### config.mk
export PLATFORM = sky130hd
export DESIGN_NAME = mem_access_unit32_flat
export DESIGN_NICKNAME = d
export VERILOG_FILES = /design/src/rtl/mem_access_unit32_pkg.sv /design/src/rtl/mem_access_unit32_if.sv /design/src/rtl/mem_access_unit32_lsu_addr_check.sv /design/src/rtl/mem_access_unit32.sv /design/src/flat_wrapper.sv
export SDC_FILE = /design/constraint.sdc
export NUM_CORES = 1
export LEC_CHECK = 0
export CAP_MARGIN = 40
export CORE_UTILIZATION = 44
export CTS_BUF_LIST = sky130_fd_sc_hd__clkbuf_4
export CTS_CLUSTER_DIAMETER = 200
export DETAILED_ROUTE_END_ITERATION = 10
export PLACE_DENSITY = 0.87
export SYNTH_ARGS = -nofsm -noshare
export SYNTH_HDL_FRONTEND = slang
export SYNTH_HIERARCHICAL = 1
export SYNTH_SLANG_ARGS = --single-unit
### constraint.sdc
create_clock -name clk -period 6.8 [get_ports clk]
set_input_delay 1.36 -clock clk [delete_from_list [all_inputs] [get_ports clk]]
set_output_delay 1.36 -clock clk [all_outputs]
set_load 0.005 [all_outputs]
### src/rtl/mem_access_unit32_pkg.sv
// mem_access_unit32_pkg
// Shared definitions for the load/store unit:
//   - funct3 access codes (F3_B, F3_H, F3_W, F3_BU, F3_HU)
//   - response cause codes (cause_t)
//   - FSM state encoding (state_t)
//   - access_size(): byte count touched by a given access code
package mem_access_unit32_pkg;

    localparam logic [2:0] F3_B  = 3'b000;
    localparam logic [2:0] F3_H  = 3'b001;
    localparam logic [2:0] F3_W  = 3'b010;
    localparam logic [2:0] F3_BU = 3'b100;
    localparam logic [2:0] F3_HU = 3'b101;

    typedef enum logic [1:0] {
        CAUSE_OK       = 2'b00,
        CAUSE_ILLEGAL  = 2'b01,
        CAUSE_MISALIGN = 2'b10,
        CAUSE_RANGE    = 2'b11
    } cause_t;

    typedef enum logic [1:0] {
        IDLE   = 2'b00,
        ACCESS = 2'b01,
        RESP   = 2'b10
    } state_t;

    // Illegal codes report size 1; their cause is decided before range matters.
    function automatic logic [2:0] access_size(input logic [2:0] funct3);
        logic [2:0] size;
        size = 3'd1;
        case (funct3)
            F3_H, F3_HU: size = 3'd2;
            F3_W:        size = 3'd4;
            default:     size = 3'd1;
        endcase
        return size;
    endfunction

endpackage

### src/rtl/mem_access_unit32_if.sv
// mem_access_unit32_if
// Bundles the three buses of the load/store unit:
//   - request  (execute -> unit): req_valid/req_ready plus request fields
//   - response (unit -> writeback): resp_valid/resp_ready plus data, rd, cause
//   - memory   (unit <-> data memory): write strobe, address, write data,
//     access code, combinational read data
// Modports:
//   master - the environment (execute, writeback and data memory)
//   slave  - the load/store unit itself
interface mem_access_unit32_if #(parameter int n = 32);

    logic          req_valid;
    logic          req_ready;
    logic          req_write;
    logic [n-1:0]  req_base;
    logic [11:0]   req_offset;
    logic [2:0]    req_funct3;
    logic [n-1:0]  req_store_data;
    logic [4:0]    req_rd;

    logic          resp_valid;
    logic          resp_ready;
    logic [n-1:0]  resp_data;
    logic [4:0]    resp_rd;
    logic [1:0]    resp_cause;

    logic          mem_write_enable;
    logic [n-1:0]  mem_addr;
    logic [n-1:0]  mem_write_data;
    logic [2:0]    mem_data_control;
    logic [n-1:0]  mem_read_data;

    modport master (
        output req_valid, req_write, req_base, req_offset, req_funct3,
               req_store_data, req_rd, resp_ready, mem_read_data,
        input  req_ready, resp_valid, resp_data, resp_rd, resp_cause,
               mem_write_enable, mem_addr, mem_write_data, mem_data_control
    );

    modport slave (
        input  req_valid, req_write, req_base, req_offset, req_funct3,
               req_store_data, req_rd, resp_ready, mem_read_data,
        output req_ready, resp_valid, resp_data, resp_rd, resp_cause,
               mem_write_enable, mem_addr, mem_write_data, mem_data_control
    );

endinterface

### src/rtl/mem_access_unit32_lsu_addr_check.sv
// lsu_addr_check
// Purely combinational effective-address and legality check.
//   base, offset(12b signed), funct3, write -> eff, cause
// Cause priority: illegal code, then misalignment, then out of range.
// Kept free of load/store-unit state so an instruction-fetch check can reuse it.
module lsu_addr_check
    import mem_access_unit32_pkg::*;
#(
    parameter int n          = 32,
    parameter int ADDR_LIMIT = 1024
) (
    input  logic [n-1:0] base,
    input  logic [11:0]  offset,
    input  logic [2:0]   funct3,
    input  logic         write,
    output logic [n-1:0] eff,
    output cause_t       cause
);

    logic         legal;
    logic         misaligned;
    logic [n:0]   last_byte;

    assign eff = base + {{(n-12){offset[11]}}, offset};

    // The last touched byte is formed one bit wider than the address so an
    // access that wraps past 2^n still lands above the limit.
    always_comb begin
        legal      = 1'b0;
        misaligned = 1'b0;
        cause      = CAUSE_OK;

        if (write)
            legal = (funct3 == F3_B) || (funct3 == F3_H) || (funct3 == F3_W);
        else
            legal = (funct3 == F3_B) || (funct3 == F3_H) || (funct3 == F3_W) ||
                    (funct3 == F3_BU) || (funct3 == F3_HU);

        misaligned = (((funct3 == F3_H) || (funct3 == F3_HU)) && eff[0]) ||
                     ((funct3 == F3_W) && (eff[1:0] != 2'b00));

        last_byte = {1'b0, eff} + (n+1)'(access_size(funct3)) - (n+1)'(1);

        if (!legal)
            cause = CAUSE_ILLEGAL;
        else if (misaligned)
            cause = CAUSE_MISALIGN;
        else if (last_byte >= (n+1)'(ADDR_LIMIT))
            cause = CAUSE_RANGE;
    end

endmodule

### src/rtl/mem_access_unit32.sv
// mem_access_unit32
// Load/store unit between execute and the data memory.
//   clk, rst - clock and synchronous active-high reset
//   bus      - request, response and data-memory buses (slave modport)
// A legal request spends one ACCESS cycle on the memory bus, then waits in
// RESP until writeback takes the result. Errors skip ACCESS entirely.
module mem_access_unit32
    import mem_access_unit32_pkg::*;
#(
    parameter int n          = 32,
    parameter int ADDR_LIMIT = 1024
) (
    input  logic                 clk,
    input  logic                 rst,
    mem_access_unit32_if.slave   bus
);

    state_t        state;
    state_t        next_state;

    logic [n-1:0]  chk_eff;
    cause_t        chk_cause;

    logic          write_q;
    logic [4:0]    rd_q;
    logic [n-1:0]  resp_data_q;
    cause_t        cause_q;
    logic [n-1:0]  addr_q;
    logic [n-1:0]  wdata_q;
    logic [2:0]    ctrl_q;

    lsu_addr_check #(
        .n          (n),
        .ADDR_LIMIT (ADDR_LIMIT)
    ) u_addr_check (
        .base   (bus.req_base),
        .offset (bus.req_offset),
        .funct3 (bus.req_funct3),
        .write  (bus.req_write),
        .eff    (chk_eff),
        .cause  (chk_cause)
    );

    always_ff @(posedge clk) begin
        if (rst)
            state <= IDLE;
        else
            state <= next_state;
    end

    // Handshake and strobe outputs are gated by rst so a reset landing in
    // ACCESS never commits a write and one landing in RESP drops the response.
    always_comb begin
        next_state           = state;
        bus.req_ready        = 1'b0;
        bus.resp_valid       = 1'b0;
        bus.mem_write_enable = 1'b0;
        case (state)
            IDLE: begin
                bus.req_ready = !rst;
                if (bus.req_valid)
                    next_state = (chk_cause == CAUSE_OK) ? ACCESS : RESP;
            end
            ACCESS: begin
                bus.mem_write_enable = write_q && !rst;
                next_state           = RESP;
            end
            RESP: begin
                bus.resp_valid = !rst;
                if (bus.resp_ready)
                    next_state = IDLE;
            end
            default: next_state = IDLE;
        endcase
    end

    // Request fields are captured on acceptance; resp_data starts at zero so
    // stores and errors report 0, and loads overwrite it at the end of ACCESS.
    always_ff @(posedge clk) begin
        if (rst) begin
            write_q     <= 1'b0;
            rd_q        <= '0;
            resp_data_q <= '0;
            cause_q     <= CAUSE_OK;
            addr_q      <= '0;
            wdata_q     <= '0;
            ctrl_q      <= '0;
        end else begin
            if (state == IDLE && bus.req_valid) begin
                write_q     <= bus.req_write;
                rd_q        <= bus.req_rd;
                resp_data_q <= '0;
                cause_q     <= chk_cause;
                addr_q      <= chk_eff;
                wdata_q     <= bus.req_store_data;
                ctrl_q      <= bus.req_funct3;
            end else if (state == ACCESS && !write_q) begin
                resp_data_q <= bus.mem_read_data;
            end
        end
    end

    assign bus.resp_data        = resp_data_q;
    assign bus.resp_rd          = rd_q;
    assign bus.resp_cause       = cause_q;
    assign bus.mem_addr         = addr_q;
    assign bus.mem_write_data   = wdata_q;
    assign bus.mem_data_control = ctrl_q;

endmodule

### src/flat_wrapper.sv
// flat-port wrapper written by rule: the top's interface ports become plain ports
module mem_access_unit32_flat import mem_access_unit32_pkg::*;
#(
    parameter int n          = 32,
    parameter int ADDR_LIMIT = 1024
)
  (clk, rst, bus_req_valid, bus_req_write, bus_req_base, bus_req_offset, bus_req_funct3, bus_req_store_data, bus_req_rd, bus_resp_ready, bus_mem_read_data, bus_req_ready, bus_resp_valid, bus_resp_data, bus_resp_rd, bus_resp_cause, bus_mem_write_enable, bus_mem_addr, bus_mem_write_data, bus_mem_data_control);
  mem_access_unit32_if #(.n(n)) bus_i ();
  input  logic clk;
  input  logic rst;
  input wire logic [$bits(bus_i.req_valid)-1:0] bus_req_valid;
  input wire logic [$bits(bus_i.req_write)-1:0] bus_req_write;
  input wire logic [$bits(bus_i.req_base)-1:0] bus_req_base;
  input wire logic [$bits(bus_i.req_offset)-1:0] bus_req_offset;
  input wire logic [$bits(bus_i.req_funct3)-1:0] bus_req_funct3;
  input wire logic [$bits(bus_i.req_store_data)-1:0] bus_req_store_data;
  input wire logic [$bits(bus_i.req_rd)-1:0] bus_req_rd;
  input wire logic [$bits(bus_i.resp_ready)-1:0] bus_resp_ready;
  input wire logic [$bits(bus_i.mem_read_data)-1:0] bus_mem_read_data;
  output wire logic [$bits(bus_i.req_ready)-1:0] bus_req_ready;
  output wire logic [$bits(bus_i.resp_valid)-1:0] bus_resp_valid;
  output wire logic [$bits(bus_i.resp_data)-1:0] bus_resp_data;
  output wire logic [$bits(bus_i.resp_rd)-1:0] bus_resp_rd;
  output wire logic [$bits(bus_i.resp_cause)-1:0] bus_resp_cause;
  output wire logic [$bits(bus_i.mem_write_enable)-1:0] bus_mem_write_enable;
  output wire logic [$bits(bus_i.mem_addr)-1:0] bus_mem_addr;
  output wire logic [$bits(bus_i.mem_write_data)-1:0] bus_mem_write_data;
  output wire logic [$bits(bus_i.mem_data_control)-1:0] bus_mem_data_control;
  assign bus_i.req_valid = bus_req_valid;
  assign bus_i.req_write = bus_req_write;
  assign bus_i.req_base = bus_req_base;
  assign bus_i.req_offset = bus_req_offset;
  assign bus_i.req_funct3 = bus_req_funct3;
  assign bus_i.req_store_data = bus_req_store_data;
  assign bus_i.req_rd = bus_req_rd;
  assign bus_i.resp_ready = bus_resp_ready;
  assign bus_i.mem_read_data = bus_mem_read_data;
  assign bus_req_ready = bus_i.req_ready;
  assign bus_resp_valid = bus_i.resp_valid;
  assign bus_resp_data = bus_i.resp_data;
  assign bus_resp_rd = bus_i.resp_rd;
  assign bus_resp_cause = bus_i.resp_cause;
  assign bus_mem_write_enable = bus_i.mem_write_enable;
  assign bus_mem_addr = bus_i.mem_addr;
  assign bus_mem_write_data = bus_i.mem_write_data;
  assign bus_mem_data_control = bus_i.mem_data_control;
  mem_access_unit32 #(.n(n), .ADDR_LIMIT(ADDR_LIMIT)) u_core (.clk(clk), .rst(rst), .bus(bus_i));
endmodule
==> run_results.csv, run 1 <==
group,metric,value,unit
sta,achievable-frequency,153,MHz
floorplan,effective_utilization_at_floorplan,45.3,%
clock_tree,cts_tree,"yes",
yosys,synth-async-reset-ratio,0,%
grt,first_global_vias,7845,
placed_design,place_congestion,0.893,
yosys,synthesis_stage_register_bit_count,109,
layout,fill_cells,1349,
yosys,biggest_area_consumer_among_synthesized_cells,"dfxtp_1",
worst_setup_path,crit_type,"input port to flip-flop",
sta,fin_crit,6.52,ns
yosys,synth_area,0.00755,sq mm
power_and_ir_drop,report.power.total,0.00244,W
floorplan,io_pins,230,
worst_setup_path,worst_ep_arrival_time,6.88,ns
clock_tree,cts_buffer_depth,2,
layout,finalNetCount,1512,
layout,area_taken_by_multi_input_logic_gates,0.00499,sq mm
layout,drive_above_1_share,14.5,%
sta,final-hold-violation-count,0,
worst_setup_path,startpoint_type,"input port",
drt,drt_pass1_iterations,5,
yosys,syn_area_per_cell,7.47,sq um
drt,post_drt_via_cell_ratio,5.30,
placed_design,post_dp_cell_area,0.0108,sq mm
clock_tree,clock_sink_count,109,
sta,worst-slew-pin-transition,0.874,ns
layout,layout_common_cells,"nand2_1 (263), clkdlybuf4s50_1 (228), a21oi_1 (150), buf_4 (129), dfxtp_1 (109)",
sta,finalSetupViolations,0,
power_and_ir_drop,vdd_drop_max,0.134,mV
worst_setup_path,worst-endpoint-required,7.16,ns
sta,fin_worst_skew,0.0165,ns
sta,timing.max_slew.rel_slack,41.7,%
yosys,synth-main-ff-cell,"dfxtp_1",
yosys,seq_area_frac_synth,28.9,%
placed_design,place_hpwl,18400,microns
drt,ant_nets,0,
clock_tree,worst_skew_pair.late_latency,0.50,ns
drt,dr.first_iter.drc_count,524,
placed_design,port-buffer-count,229,
clock_tree,numCtsBuffers,9,
yosys,synth_top_area_share,28.9,%
yosys,synthesis.nets,1193,
yosys,synth_edf_count,0,
drt,detail_route.drc_violations,0,
drt,wire_per_inst,15.3,microns
layout,areaGrowthSynthToFinish,47.3,%
layout,area.sequential,0.00218,sq mm
clock_tree,cts.reportedPaths.clkPinSlew,0.19,ns
worst_setup_path,critical_path_fanout_max,4,
floorplan,fp.dieW,133,microns
grt,grt_max_degree,79,
floorplan,rows,47,
floorplan,core,0.0166,sq mm
floorplan,die-height,133,microns
worst_setup_path,worst_setup_end_kind,"flip-flop",
grt,antenna_found_initial,1,
drt,drt_wl_total,23800,microns
clock_tree,postCtsHoldBufs,0,
power_and_ir_drop,p_leak,4.56,nW
layout,final_cell_area,0.0111,sq mm
grt,first_pass_grt_wire_length,37600,microns
layout,layout.cells.most_common,"nand2_1",
grt,global_route.usage.total,26.3,%
sta,finalCritPeriodShare,95.9,%
yosys,synth_top_area_cells,"dfxtp_1 (29%), nand2_1 (13%), a21oi_1 (10%)",
status,result_of_the_run,"finished, final reports clean",
sta,fin_hold_ws,0.467,ns
layout,postLayoutCoreUtil,66.8,%
yosys,syn-instance-count,1010,
clock_tree,clock_tree.htree_level_count,3,
yosys,synthesis_warning_total,6,
hold_path,hp-class,"flip-flop to flip-flop",
run,maxCapViolCount,0,
floorplan,dieArea,0.0177,sq mm
power_and_ir_drop,power.density,219,mW/mm^2
yosys,synth_cell_type_count,84,
clock_tree,clock_tree.root_cell,"clkbuf_4",
grt,globalRouteOverflowTotal,0,
sta,finalMaxSlewViolations,0,
drt,via_count,8235,
==> cell families after synthesis <==
| family | share of synthesized area [%] |
|---|---|
| fa+ha+maj | 10.5 |
| flops | 28.9 |
| xor+xnor | 5.89 |
| compound gates | 24.9 |
| simple gates | 22.7 |
| mux | 0.580 |
| buf+inv | 6.57 |
==> where the power goes <==
part | internal [W] | total [W] | switching, W
registers | 0.000676 | 0.000697 | 0.0000206
logic | 0.000675 | 0.00136 | 0.000688
clock network | 0.000125 | 0.000378 | 0.000253
==> worst max-delay path: stages <==
cell and delay (ns):
clkdlybuf4s50_1 0.47, ha_2 0.20, inv_1 0.05, fa_1 0.37
nand2b_1 0.18, a21oi_2 0.20, nor2_1 0.09, o21ai_1 0.16
a21o_1 0.13, a21o_1 0.14, xor2_2 0.16, inv_1 0.11
ha_4 0.26, buf_4 0.14, nand3_1 0.11, nor2_1 0.07
and2_1 0.16, a221o_1 0.40, nor3_4 0.22, a311oi_2 0.13
or4_1 0.52, a32o_1 0.24, nor4_2 0.27, o2111a_1 0.23
nand4_1 0.10, a21o_1 0.20, o21ai_1 0.13, a211oi_1 0.08
==> state kept, by name (all words and copies together), names as in the netlist <==
register                     flops
u_core/bus.mem_data_control      3
u_core/bus.resp_data            32
u_core/bus.resp_rd               5
u_core/write_q                   1
u_core/bus.mem_addr             32
u_core/state                     2
u_core/bus.resp_cause            2
u_core/bus.mem_write_data       32
==> worst paths after layout <==
kind                            from                             to  slack [ns]  cells after the start
max                  bus_req_base[0]                u_core/state[1]        0.28                     28
min          u_core/bus.mem_addr[24]        u_core/bus.mem_addr[24]        0.47                      2
max reg2reg          u_core/state[1]  u_core/bus.mem_write_data[30]        4.88                      4
min reg2reg  u_core/bus.mem_addr[24]        u_core/bus.mem_addr[24]        0.47                      2
==> synthesized netlist by cell type (all sizes together), types with 5 or more instances <==
| library cell | instances |
|---|---|
| xnor2 | 26 |
| a21oi | 161 |
| nor4 | 7 |
| clkbuf | 23 |
| o31ai | 6 |
| nand2b | 12 |
| nand2 | 263 |
| ha | 60 |
| dfxtp | 109 |
| nor3 | 20 |
| nor2 | 29 |
| o21ai | 28 |
| a211oi | 6 |
| o21a | 7 |
| nor2b | 7 |
| buf | 29 |
| a21boi | 5 |
| inv | 54 |
| nor3b | 5 |
| o211ai | 14 |
| o21bai | 5 |
| nand4 | 11 |
| nand3 | 13 |
| a21o | 26 |
| xor2 | 20 |
==> layout make-up <==
type	count	share of cell area, %
well taps	220	2.48
repair buffers	360	29.6
flip-flops and latches	109	19.6
inverters	55	1.90
multi-input cells	794	44.9
clock buffers	9	0.608
clock inverters	7	0.912
diodes	1	0.0225
==> metal layers <==
layer	GRT usage, %	routed length (microns)	share of wire, %
met5	0	0	0
met2	47.2	11900	50
met1	30.9	9780	41
met4	10.1	680	2.9
met3	4.48	1390	5.9
==> metrics by stage <==
step | TNS, ns | setup slack (ns) | cells
CTS | 0 | 0.00463 | 1552
global placement | -1.22 | -0.386 | 1534
floorplan | 0 | 0.213 | 1010
global route | -0.0375 | -0.0277 | 1555
detailed placement | -1.71 | -0.509 | 1536
finish | 0 | 0.278 | 1555
==> timing repair <==
item / in CTS / in global routing
buffers inserted: 0 / 2
endpoints found under the setup margin: 0 / 4
resized for setup: 0 / 23
No activity file was read; power rests on OpenSTA's default activity.
==> inputs of run 2 (changes only) <==
Settings changed: CORE_UTILIZATION 44 to 49, PLACE_DENSITY 0.87 to 0.91.
Clock period 6.8 ns to 7.4 ns, I/O delays scaled along.
==> run 2 against run 1 <==
Effect of this change: critical path type unchanged; cell area shrank 7.8%; global-route usage grew 1.8 points; final cell count shrank 8.4%; largest power group unchanged; critical endpoint unchanged.
==> run_results.csv, run 2 (synthesis gave the netlist of run 1 again) <==
group,metric,value,unit
sta,rsz0062_at_grt,"false",
grt,globalRouteOverflowTotal,0,
worst_setup_path,startpoint_type,"input port",
drt,wire_per_inst,16.0,microns
sta,finalCritPeriodShare,95.1,%
power_and_ir_drop,p_leak,4.09,nW
worst_setup_path,critPathMaxStageDelay,0.47,ns
hold_path,hp-class,"flip-flop to flip-flop",
sta,worst-slew-pin-transition,0.813,ns
floorplan,dieArea,0.0159,sq mm
grt,global_route.usage.total,28.1,%
sta,smallest_setup_slack_after_layout,0.359,ns
grt,first_pass_grt_wire_length,35900,microns
sta,timing.max_slew.rel_slack,45.8,%
clock_tree,clock_tree.root_cell,"clkbuf_4",
grt,grt_max_degree,77,
worst_setup_path,worst_ep_arrival_time,7.46,ns
worst_setup_path,worst-endpoint-required,7.82,ns
layout,finalNetCount,1418,
grt,antenna_found_initial,1,
floorplan,rows,44,
worst_setup_path,crit_type,"input port to flip-flop",
sta,achievable-frequency,142,MHz
placed_design,detailedPlace.worstSlack,-0.133,ns
drt,post_drt_via_cell_ratio,5.59,
clock_tree,numCtsBuffers,9,
worst_setup_path,critical_path_fanout_max,4,
drt,dr.first_iter.drc_count,600,
power_and_ir_drop,vdd_drop_max,0.120,mV
drt,drt_pass1_iterations,6,
floorplan,fp.dieW,126,microns
clock_tree,cts_tree,"yes",
sta,fin_crit,7.04,ns
layout,layout.cells.most_common,"nand2_1",
clock_tree,clock_sink_count,109,
clock_tree,cts_buffer_depth,2,
floorplan,die-height,126,microns
sta,fin_worst_skew,0.0142,ns
run,maxCapViolCount,0,
clock_tree,cts.reportedPaths.clkPinSlew,0.19,ns
sta,finalMaxSlewViolations,0,
sta,finalSetupTns,0,ns
sta,finalSetupViolations,0,
clock_tree,worst_skew_pair.late_latency,0.50,ns
drt,drt_wl_total,22800,microns
grt,first_global_vias,7359,
layout,fill_cells,1182,
floorplan,core,0.0148,sq mm
layout,areaGrowthSynthToFinish,35.8,%
worst_setup_path,critical_path.slowest_cell,"clkdlybuf4s50_1",
drt,via_count,7969,
clock_tree,clock_tree.htree_level_count,3,
placed_design,place_hpwl,17500,microns
power_and_ir_drop,power.density,200,mW/mm^2
floorplan,effective_utilization_at_floorplan,51.2,%
worst_setup_path,worst_setup_end_kind,"flip-flop",
layout,layout_common_cells,"nand2_1 (263), clkdlybuf4s50_1 (228), a21oi_1 (155), dfxtp_1 (109), ha_1 (60)",
status,result_of_the_run,"finished, final reports clean",
floorplan,io_pins,230,
clock_tree,post_cts_buffers,0,
placed_design,place_congestion,0.956,
layout,drive_above_1_share,7.02,%
clock_tree,postCtsHoldBufs,0,
drt,detail_route.drc_violations,0,
sta,final-hold-violation-count,0,
drt,ant_nets,0,
placed_design,post_dp_cell_area,0.0101,sq mm
placed_design,port-buffer-count,229,
layout,final_cell_area,0.0103,sq mm
-- run 2: where the power goes --
part | total, W | internal [W] | switching [W]
Combinational | 0.00108 | 0.000498 | 0.000581
Clock | 0.000329 | 0.0000870 | 0.000242
Sequential | 0.000640 | 0.000621 | 0.0000185
Total | 0.00205 | 0.00121 | 0.000842
-- run 2: routing by layer --
| metal | global-route usage [%] | wire [microns] | vias up |
|---|---|---|---|
| met2 | 49.5 | 11100 | 316 |
| li1 | - | - | 3938 |
| met4 | 13.7 | 935 | 0 |
| met3 | 5.73 | 1520 | 53 |
| met5 | 0 | 0 | - |
| met1 | 32.4 | 9240 | 3662 |
-- run 2: path summary, 6_finish.rpt --
check | start | depth (start not counted) | endpoint | slack, ns
worst max register to register | u_core/state[1] | 4 | u_core/bus.mem_write_data[14] | 5.30
worst min register to register | u_core/bus.mem_write_data[23] | 2 | u_core/bus.mem_write_data[23] | 0.47
worst min-delay path | u_core/bus.mem_write_data[23] | 2 | u_core/bus.mem_write_data[23] | 0.47
worst max-delay path | bus_req_base[0] | 29 | u_core/state[1] | 0.36
-- run 2: stage by stage --
step	std cells	hold WS [ns]	power [W]	util, %
6_report	1425	0.465	0.00205	69.5
5_1_grt	1425	0.484	0.00219	69.5
4_1_cts	1424	0.468	0.00204	69.4
3_5_place_dp	1408	0.445	0.00170	68.3
3_3_place_gp	1407	0.441	0.00168	68.2
2_1_floorplan	1010	0.453	0.00137	-
-- run 2: area by class of cell --
type	count	area, sq um	area share, %
clock buffer	9	67.6	0.659
inverter	55	211	2.06
timing repair buffer	266	2570	25.1
sequential	109	2180	21.3
tap	184	230	2.25
clock inverter	7	93.8	0.915
multi-input combinational	794	4890	47.7
antenna	1	2.50	0.0244
-- run 2: what timing repair did --
action | 4_1_cts | 5_1_grt
resized for setup | 0 | 3
setup endpoints to repair | 0 | 3
hold endpoints to repair | 0 | 0
-- run 2: worst max-delay path: cells and delay by family --
kind            cells  cell delay, ns
compound gates     11            2.40
fa+ha+maj           3            0.94
buf+inv             5            0.91
simple gates        9            1.54
xor+xnor            1            0.19
